$ cat src/rtl/systolic_skew_buf.sv
// systolic_skew_buf: per-lane delay lines that skew (MODE 0) or de-skew (MODE 1) DIM-wide rows.
// Define SKEW_BUF_STATS_EN to add saturating rows_in/rows_out counters.
module systolic_skew_buf #(
    parameter int BITS_AB      = 8,
    parameter int DIM          = 8,
    parameter int MODE         = 0,
    parameter int ZERO_INVALID = 1
) (
    input  logic                      clk,
    input  logic                      rst,
    input  logic                      en,
    input  logic                      in_valid,
    input  logic signed [BITS_AB-1:0] din [DIM-1:0],
    input  logic                      flush,
    output logic signed [BITS_AB-1:0] dout [DIM-1:0],
    output logic [DIM-1:0]            dout_vld,
    output logic                      busy,
`ifdef SKEW_BUF_STATS_EN
    output logic                      done,
    output logic [15:0]               rows_in,
    output logic [15:0]               rows_out
`else
    output logic                      done
`endif
);

    typedef enum logic [1:0] {
        IDLE  = 2'd0,
        RUN   = 2'd1,
        DRAIN = 2'd2
    } state_t;

    state_t state_q;
    logic   done_q;

    logic [DIM-1:0]            lane_any_q;
    logic [DIM-1:0]            lane_any_d;
    logic [DIM-1:0]            last_vld_q;
    logic signed [BITS_AB-1:0] last_dat_q [DIM];
    logic                      any_d;

`ifdef SKEW_BUF_STATS_EN
    localparam int LONG = (MODE == 0) ? DIM - 1 : 0;
    logic long_vld_d;
`endif

    for (genvar c = 0; c < DIM; c++) begin : g_lane
        localparam int D = (MODE == 0) ? c + 1 : DIM - c;

        logic signed [BITS_AB-1:0] dat_q [D];
        logic signed [BITS_AB-1:0] dat_d [D];
        logic [D-1:0]              vld_q;
        logic [D-1:0]              vld_d;

        // Bubbles enter with zero data so invalid stages never carry stale values.
        always_comb begin
            vld_d[0] = in_valid;
            dat_d[0] = in_valid ? din[c] : '0;
            for (int s = 1; s < D; s++) begin
                vld_d[s] = vld_q[s-1];
                dat_d[s] = dat_q[s-1];
            end
        end

        always_ff @(posedge clk) begin
            if (rst || flush) begin
                vld_q <= '0;
                for (int s = 0; s < D; s++) begin
                    dat_q[s] <= '0;
                end
            end else if (en) begin
                vld_q <= vld_d;
                dat_q <= dat_d;
            end
        end

        assign lane_any_q[c] = |vld_q;
        assign lane_any_d[c] = |vld_d;
        assign last_vld_q[c] = vld_q[D-1];
        assign last_dat_q[c] = dat_q[D-1];

`ifdef SKEW_BUF_STATS_EN
        if (c == LONG) begin : g_long
            assign long_vld_d = vld_d[D-1];
        end
`endif
    end

    assign any_d = |lane_any_d;

    always_ff @(posedge clk) begin
        if (rst || flush) begin
            state_q <= IDLE;
            done_q  <= 1'b0;
        end else if (!en) begin
            done_q <= 1'b0;
        end else begin
            done_q <= 1'b0;
            unique case (state_q)
                IDLE: begin
                    if (in_valid) state_q <= RUN;
                end
                RUN: begin
                    if (!in_valid) begin
                        if (any_d) begin
                            state_q <= DRAIN;
                        end else begin
                            state_q <= IDLE;
                            done_q  <= 1'b1;
                        end
                    end
                end
                DRAIN: begin
                    if (in_valid) begin
                        state_q <= RUN;
                    end else if (!any_d) begin
                        state_q <= IDLE;
                        done_q  <= 1'b1;
                    end
                end
                default: state_q <= IDLE;
            endcase
        end
    end

    always_comb begin
        for (int c = 0; c < DIM; c++) begin
            if ((ZERO_INVALID != 0) && !last_vld_q[c]) begin
                dout[c] = '0;
            end else begin
                dout[c] = last_dat_q[c];
            end
        end
    end

    assign dout_vld = last_vld_q;
    assign busy     = |lane_any_q;
    assign done     = done_q;

`ifdef SKEW_BUF_STATS_EN
    logic [15:0] rows_in_q;
    logic [15:0] rows_out_q;

    always_ff @(posedge clk) begin
        if (rst || flush) begin
            rows_in_q  <= '0;
            rows_out_q <= '0;
        end else if (en) begin
            if (in_valid && (rows_in_q != 16'hFFFF)) begin
                rows_in_q <= rows_in_q + 16'd1;
            end
            if (long_vld_d && (rows_out_q != 16'hFFFF)) begin
                rows_out_q <= rows_out_q + 16'd1;
            end
        end
    end

    assign rows_in  = rows_in_q;
    assign rows_out = rows_out_q;
`endif

endmodule

$ cat config.mk
export PLATFORM = sky130hd
export DESIGN_NAME = systolic_skew_buf
export DESIGN_NICKNAME = d
export VERILOG_FILES = /design/src/rtl/systolic_skew_buf.sv
export SDC_FILE = /design/constraint.sdc
export NUM_CORES = 1
export LEC_CHECK = 0
export BUFFER_PORTS_ARGS = -buffer_cell sky130_fd_sc_hd__buf_2
export CORE_UTILIZATION = 33
export CTS_CLUSTER_DIAMETER = 30
export DETAILED_ROUTE_END_ITERATION = 8
export PLACE_DENSITY_LB_ADDON = 0.2
export SLEW_MARGIN = 20
export SYNTH_ARGS = -nofsm -noshare
export SYNTH_HDL_FRONTEND = slang
export SYNTH_SLANG_ARGS = --single-unit
$ cat constraint.sdc
create_clock -name clk -period 4.35 [get_ports clk]
set_clock_uncertainty 0.15 [all_clocks]
set_input_delay 0.435 -clock clk [delete_from_list [all_inputs] [get_ports clk]]
set_output_delay 0.435 -clock clk [all_outputs]
set_load 0.01 [all_outputs]
Word level (Yosys, flattened, before mapping) --
Cells that the tools add are included.
Operators by class: add/sub/neg operators 0, $mul 0, div/mod/pow operators 0, $lt $le $gt $ge 0, eq/ne operators 5, shifts and indexed selects 0, multiplexer cells 23, bitwise logic cells 2, reduce and logical (&&, ||, !) cells 7
Operator list (count):
- 8-bit 2-to-1 mux | 16
- 36-bit OR reduction | 1
- 29-bit OR reduction | 1
- 2-bit 2-to-1 mux | 5
- 2-bit case mux with 3 select lines | 1
- 2-bit != test (second input constant) | 2
- 4-bit AND reduction | 1
- 4-bit OR reduction | 1
- 3-bit != test (second input constant) | 1
- 2-bit by 1-bit == test with 1-bit output (second input constant) | 1
- 2-bit == test (second input constant) | 1
- 2-bit logical NOT | 1
- 1-bit inverter | 2
- 2-bit OR reduction | 1
- 1-bit logical OR | 1
- 1-bit 2-to-1 mux | 1
Storage, ports and cells: flip-flop bits (word level) 327, latch bits 0, RAM bits 0, ROM bits 0, output and inout bits 74, word-level logic and storage cells 83, memories kept 0

Logic depth before layout (Yosys ltp) --
Gate-level depths: netlist of the first run.
depth in word-level cells 4, depth in mapped cells 6

Worst setup path after synthesis of the first run --
Ideal clock, no wire load.
kind register -> output, from register g_lane[6].vld_q[5], to output port busy, data arrival time 1217 ps, required time 3765 ps, slack 2548 ps, stages on the path, launching flop included 4, buffers on the path 0, path through dfxtp_1 > or4_4 > nor4_4 > nand2b_1
On the way: longest elaborated chain between the ends 1
RTL lines:
- start, declared | line 52 | logic [D-1:0] vld_q;
- start signal, assigned | line 72 | vld_q <= vld_d;
- 36-bit OR reduction | line 137 | assign busy = |lane_any_q;
- end, declared | line 17 | output logic busy,
No other way between the ends.

Worst setup path in the final report of the first run --
from register g_lane[5].vld_q[4], to output port busy
On the way: longest elaborated chain between the ends 1
RTL lines (line):
- start, declared | 52
- start signal, assigned | 72
- 36-bit OR reduction | 137
No other way between the ends.

==> impl_summary.txt, run 1 <==
----------------------------------------------------
[Status]
  Status ... finished, final reports clean

[Job]
  Max-capacitance violation count ... 0

[Cells and area]
  Final non-filler cell area ... 0.01511 mm^2
  Combined flip-flop and latch cell area ... 0.005986 mm^2
  Area of the multi-input gates ... 0.004521 mm^2
  Most used cells in the layout excluding fill and tap cells ... 299 x dfxtp_1, 298 x nor2_1, 232 x mux2i_1
  Fill count ... 3081
  Area growth from synthesis to layout ... 38.88%
  Total Nets Final ... between 1000 and 1500
  Proportion of layout cells with a drive suffix above 1 ... 0.2126
  Commonest non-fill, non-tap cell in the layout ... dfxtp_1

[Timing]
  Max-slew violations ... 0
  Max transition margin ... 0.4073
  Worst Max-Slew Pin Slew ... 0.8891 ns
  Unrepaired setup endpoints after global routing ... no
  Shortest clock period the worst path allows after layout ... 2.840 ns
  Final Hold Vio Count ... 0
  Final setup violating endpoints ... 0
  Crit share post-route ... 0.6528
  Setup TNS ... 0 ns
  Achievable clock frequency ... ~350 MHz

[CTS]
  Post-cts hold buffer count ... 61
  TritonCTS clock tree ... done
  # resized after CTS ... 0
  Clock Sinks ... between 200 and 300
  Number of setup buffers added after CTS ... 0
  Clock root buffer ... clkbuf_16
  Max Buffers Root-to-Sink ... 3
  Clock input transition at the sequential cells of the worst setup and hold paths ... 0.04 ns
  Clock buffers created by TritonCTS ... 76
  Clk Latency, worst-skew pair ... 0.54 ns
  CTS HTree Levels ... 3

[Placement]
  Placement Cell Area ... 0.01189 mm^2
  Gpl congestion ... ~0.67
  Detailed Place HPWL ... 13980 um
  Port bufs ... 142

[Floorplan]
  Chip width ... about 180 um
  Die footprint ... 0.03371 mm^2
  Placeable core area ... ~0.032 mm^2
  Effective utilization at floorplan ... 0.3353
  IO Pins ... 143
  Std-Cell Rows ... 66
  Die Y ... 183.6 um

[Synth]
  Yosys warning count ... 0
  Netlist Area Pre-Place ... 0.01088 mm^2
  Count of cell types in the netlist ... 25
  Average size of a mapped cell ... 10.23 um^2
  Post-Synthesis Cells ... 1064
  Nets in the synthesized netlist ... 1137
  Count of state elements after synthesis ... between 200 and 300
  Register area share after synthesis ... 0.5501

[Global route]
  Remaining global-route overflow ... 0
  All-Layer GR Usage ... 0.1422
  Antenna violations before repair ... 1
  First-pass GRT wire length ... 38620 um
  Pin count of the biggest net entering global routing ... 118
  Vias in the first global route ... approximately 7600

[Hold path]
  Worst min path class ... in2reg

[Setup path]
  Path type of the worst setup path ... reg2out
  Cell type of the slowest stage on the worst timing path ... or4_4
  Minimum setup slack among reg-to-reg paths ... 2.40 ns
  Data arrival at the endpoint of the critical path ... 2.25 ns
  Critical path required time ... 3.76 ns
  Worst Setup End Kind ... primary output
  Cell chain of the critical path ... or4_4, nor4_4, nand2b_1, buf_2
  Largest fanout on the critical path ... 12
  Slowest cell delay on critical path ... between 0.5 and 0.6 ns
  Element type at the critical path start ... flop

[Detailed routing]
  Violation count after the first detailed-route iteration ... around 440
  1st-pass router iterations ... 4
  Vias per inst ... ~4.4
  Post-route antenna net violation count ... 0
  Average detailed-routed wire length per instance ... 13.55 um
  Drt drc ... 0
  Vias after detailed routing ... 7819
  Routed wire length ... between 20000 and 25000 um

[Pwr]
  Cell area power density ... 569.9 mW/mm^2
  Static leakage ... 0.006592 uW
  Largest vdd supply drop ... 0.3337 mV
  Total chip power ... 8613 uW

----------------------------------------------------
-- flip-flops by register name, indices dropped and copies added (netlist names) --
signal / flops
done: 1
state_q: 2
g_lane.dat_q: 64
g_lane.vld_q: 8
g_lane.dat_d: 224
-- layer usage --
metal | vias up | wire length, um | GRT usage
met5 | - | 0 | 0
met2 | 177 | 10680 | 0.2205
li1 | 4021 | - | -
met3 | 48 | 1237 | 0.03784
met1 | 3573 | 11600 | 0.1848
met4 | 0 | 517 | 0.06267
-- final timing paths --
path	startpoint	endpoint	depth (start not counted)
min reg2reg	g_lane[7].dat_d[45]	g_lane[7].dat_d[37]	2
max	g_lane[5].vld_q[4]	busy	4
min	din[59]	g_lane[7].dat_d[51]	3
max reg2reg	g_lane[5].vld_q[4]	state_q[0]	4
-- layout make-up --
cell class / count / area share
sequential: 299 / 0.3961
multi-input combinational: 681 / 0.2991
clock buffer: 108 / 0.1479
timing repair buffer: 211 / 0.09455
tap: 442 / 0.03660
clock inverter: 29 / 0.02484
inverter: 3 / 0.0007452
antenna: 1 / 0.0001656
-- per-stage QoR --
step           hold slack, ns  std cells    util  setup WS [ns]
2_1_floorplan          0.3015       1064       -          2.548
3_5_place_dp           0.3232       1575  0.3663          1.842
5_1_grt               0.01993       1773  0.4656          1.390
3_3_place_gp           0.3141       1575  0.3663          1.874
4_1_cts              0.001934       1773  0.4656          1.446
6_report              0.02537       1774  0.4656          1.510
-- synth_stat cells --
| library cell | count | area, um^2 |
|---|---|---|
| o21ai_0 | 1 | 5.000 |
| nor4_4 | 1 | 21.27 |
| mux2i_1 | 232 | 2322 |
| a211oi_1 | 1 | 7.510 |
| clkbuf_1 | 28 | 105.1 |
| buf_4 | 1 | 7.510 |
| buf_1 | 4 | 15.01 |
| and2_1 | 65 | 406.6 |
| a21bo_2 | 1 | 10.01 |
| nor4b_1 | 1 | 8.760 |
| or4_4 | 1 | 11.26 |
| and3_2 | 1 | 7.510 |
| buf_2 | 48 | 240.2 |
| nand2b_1 | 2 | 12.51 |
| dfxtp_1 | 299 | 5986 |
| nand2_1 | 1 | 3.750 |
| nor3_1 | 1 | 5.000 |
| nor2_1 | 298 | 1119 |
| a21oi_1 | 3 | 15.01 |
| o211ai_2 | 1 | 12.51 |
| or3_1 | 1 | 6.260 |
| ha_1 | 4 | 50.05 |
| or2_2 | 2 | 12.51 |
| inv_1 | 3 | 11.26 |
| a22oi_1 | 64 | 480.5 |
-- worst max-delay path: cells and delay by family (launching register included) --
| kind | cells | cell delay (ns) |
|---|---|---|
| and+or+nand+nor | 3 | 1.07 |
| DFF | 1 | 0.47 |
| buffers and inverters | 1 | 0.18 |
-- power by group --
group	leakage (uW)	switching [uW]	internal, uW
clock	0.00128	1590	3950
sequential	0.00241	10.7	2770
combinational	0.00290	157	135
-- cells by family (layout without fill, tap and decap cells) --
logic type	Yosys count	after routing	share of synthesized area
adders and majority gates	4	4	0.004599
muxes	232	232	0.2134
DFF	299	299	0.5501
AOI/OAI and AO/OA	71	71	0.04875
buffers and inverters	84	351	0.03484
and+or+nand+nor	374	374	0.1483
other	0	1	0
Power figures use the tool's default switching activity.
==> inputs of run 2 (changes only) <==
==> constraint.sdc (replaced) <==
create_clock -name clk -period 2.9 [get_ports clk]
set_clock_uncertainty 0.15 [all_clocks]
set_input_delay 0.29 -clock clk [delete_from_list [all_inputs] [get_ports clk]]
set_output_delay 0.29 -clock clk [all_outputs]
set_load 0.01 [all_outputs]
==> run 2 against run 1 <==
Compared with the run above:
- utilization shrank 0.66 points
- count of clock-buffer cells in the layout shrank 12
- first-iteration DRC count shrank 19%
- global-route usage shrank 0.16 points
- hold slack gained 0.016 ns
- non-clock buffer count grew 9
- cell count shrank 0.39%
- sequential share of layout area grew 0.57 points
- critical endpoint unchanged
==> impl_summary.txt, run 2 (synthesized netlist as in run 1, its figures left out) <==
----------------------------------------------------
[Setup path]
  Worst Setup End Kind ... primary output
  Path type of the worst setup path ... reg2out
  Largest fanout on the critical path ... 12 (unchanged)
  Element type at the critical path start ... flop
  Cell chain of the critical path ... or4_4, nor4_4, nand2b_1, buf_2
  Data arrival at the endpoint of the critical path ... 2.14 ns (-0.11 ns)
  Slowest cell delay on critical path ... 0.57 ns (-0.02 ns)
  Cell type of the slowest stage on the worst timing path ... or4_4
  Critical path required time ... 2.46 ns (-1.30 ns)

[CTS]
  Clock root buffer ... clkbuf_16
  Max Buffers Root-to-Sink ... 3 (unchanged)
  Clock buffers created by TritonCTS ... 69 (-9.2%)
  Clk Latency, worst-skew pair ... 0.55 ns (about the same)
  Number of setup buffers added after CTS ... 0 (unchanged)
  TritonCTS clock tree ... done
  Clock input transition at the sequential cells of the worst setup and hold paths ... 0.04 ns (about the same)
  # resized after CTS ... 0 (unchanged)
  CTS HTree Levels ... 3 (unchanged)
  Clock Sinks ... 299 (unchanged)

[Pwr]
  Comb pwr share ... 0.037 (+0.003)
  Internal Dissipation ... 9505 uW (+39%)
  Cell area power density ... 810.4 mW/mm^2 (+42%)
  Clock network fraction of total power ... 0.618 (-0.025)
  Switching portion of total power ... 0.2129 (+0.008451)
  Static leakage ... 0.006474 uW (-1.8%)
  Total chip power ... 12080 uW (+40%)
  Switching power of the nets ... 2570 uW (+46%)
  Largest vdd supply drop ... 0.3924 mV (+18%)
  Proportion of power drawn by flip-flops and latches ... 0.345 (+0.022)

[Placement]
  Detailed Place HPWL ... 13880 um (-0.69%)
  Port bufs ... 142 (unchanged)
  Gpl congestion ... 0.7286 (+8.0%)
  Placement Cell Area ... 0.01196 mm^2 (+0.59%)

[Floorplan]
  Die Y ... 183.6 um (unchanged)
  Std-Cell Rows ... 66 (unchanged)
  IO Pins ... 143 (unchanged)
  Placeable core area ... 0.03245 mm^2 (unchanged)
  Chip width ... 183.6 um (unchanged)
  Effective utilization at floorplan ... 0.3353 (unchanged)
  Die footprint ... 0.03371 mm^2 (unchanged)

[Detailed routing]
  1st-pass router iterations ... 4 (unchanged)
  Routed wire length ... 23990 um (-0.19%)
  Post-route antenna net violation count ... 0 (unchanged)
  Average detailed-routed wire length per instance ... 13.58 um (+0.21%)
  Drt drc ... 0 (unchanged)
  Violation count after the first detailed-route iteration ... 356 (-19%)
  Vias after detailed routing ... 7854 (+0.45%)
  Vias per inst ... 4.445 (+0.85%)

[Global route]
  Antenna violations before repair ... 0 (-1)
  Remaining global-route overflow ... 0 (unchanged)
  Vias in the first global route ... 7528 (-0.62%)
  All-Layer GR Usage ... 0.1406 (-0.001574)
  Pin count of the biggest net entering global routing ... 105 (-11%)
  First-pass GRT wire length ... 38050 um (-1.5%)

[Timing]
  Worst Max-Slew Pin Slew ... 0.7991 ns (-0.09005 ns)
  Crit share post-route ... 0.8893
  Achievable clock frequency ... about 390 MHz
  Max-slew violations ... 0 (unchanged)
  Setup TNS ... 0 ns (unchanged)
  Final setup violating endpoints ... 0 (unchanged)
  Shortest clock period the worst path allows after layout ... roughly 2.6 ns
  Max transition margin ... 0.4666 (+0.05931)
  Final Hold Vio Count ... 0 (unchanged)
  Hold slack final ... 0.04143 ns (+0.01606 ns)
  Unrepaired setup endpoints after global routing ... no

[Cells and area]
  Antenna diodes ... 0 (-1)
  Utilization after layout ... 0.4591 (-0.006554)
  Final non-filler cell area ... 0.01490 mm^2 (-1.4%)
  Combined flip-flop and latch cell area ... 0.005986 mm^2 (unchanged)
  Number of flip-flops under the largest register name ... 224 (unchanged)
  Proportion of layout cells with a drive suffix above 1 ... 0.2053 (-0.007339)
  Total Nets Final ... 1347 (+0.15%)
  Fill count ... 3049 (-1.0%)
  Most used cells in the layout excluding fill and tap cells ... 299 x dfxtp_1, 298 x nor2_1, 232 x mux2i_1
  Area of the multi-input gates ... 0.004521 mm^2 (unchanged)
  Commonest non-fill, non-tap cell in the layout ... dfxtp_1
  Area growth from synthesis to layout ... 36.92%

[Job]
  Max-capacitance violation count ... 0 (unchanged)

[Status]
  Status ... finished, final reports clean

[Hold path]
  Worst min path class ... in2reg

----------------------------------------------------
-- run 2: what timing repair did --
| item | CTS | global route |
|---|---|---|
| hold endpoints to repair | 64 | 0 |
| endpoints found under the setup margin | 0 | 0 |
| hold buffers | 64 | 0 |
-- run 2: final timing paths --
| path | start | cells past startpoint | slack, ns | end |
|---|---|---|---|---|
| hold reg to reg | g_lane[2].dat_q[3] | 2 | 0.33 | g_lane[2].dat_q[3] |
| setup / recovery | g_lane[5].vld_q[4] | 4 | 0.32 | busy |
| setup reg to reg | g_lane[5].vld_q[4] | 4 | 1.10 | state_q[0] |
| hold / removal | in_valid | 3 | 0.04 | done |
-- run 2: metrics by stage --
stage          setup WS [ns]  instances
2_1_floorplan          1.243       1064
3_3_place_gp          0.8603       1581
3_5_place_dp          0.8416       1581
4_1_cts               0.2346       1767
5_1_grt               0.1627       1767
6_report              0.3210       1767
-- run 2: cell type report --
cell class / count / share of cell area
sequential: 299 / 0.4017
multi-input combinational: 681 / 0.3034
clock buffer: 96 / 0.1315
timing repair buffer: 220 / 0.1026
tap: 442 / 0.03712
clock inverter: 26 / 0.02284
inverter: 3 / 0.0007558
-- run 2: per-layer routing --
metal	global-route usage	vias to the layer above	wire length (um)
li1	-	3996	-
met1	0.1824	3639	11680
met2	0.2159	176	10500
met3	0.04279	43	1282
met4	0.05833	0	529
met5	0	-	0
-- run 2: critical path, delay by kind of cell, from the launching register on --
kind / cells / cell delay, ns
AND/OR/NAND/NOR: 3 / 0.99
flip-flops: 1 / 0.42
buffers and inverters: 1 / 0.17
-- run 2: power groups by stage --
| stage | Clock, uW | Combinational [uW] | Sequential, uW |
|---|---|---|---|
| 2_1_floorplan | 0 | 274 | 4230 |
| 3_3_place_gp | 0 | 383 | 4240 |
| 3_5_place_dp | 0 | 385 | 4240 |
| 4_1_cts | 7650 | 454 | 4160 |
| 5_1_grt | 7900 | 486 | 4160 |
| 6_report | 7460 | 450 | 4170 |
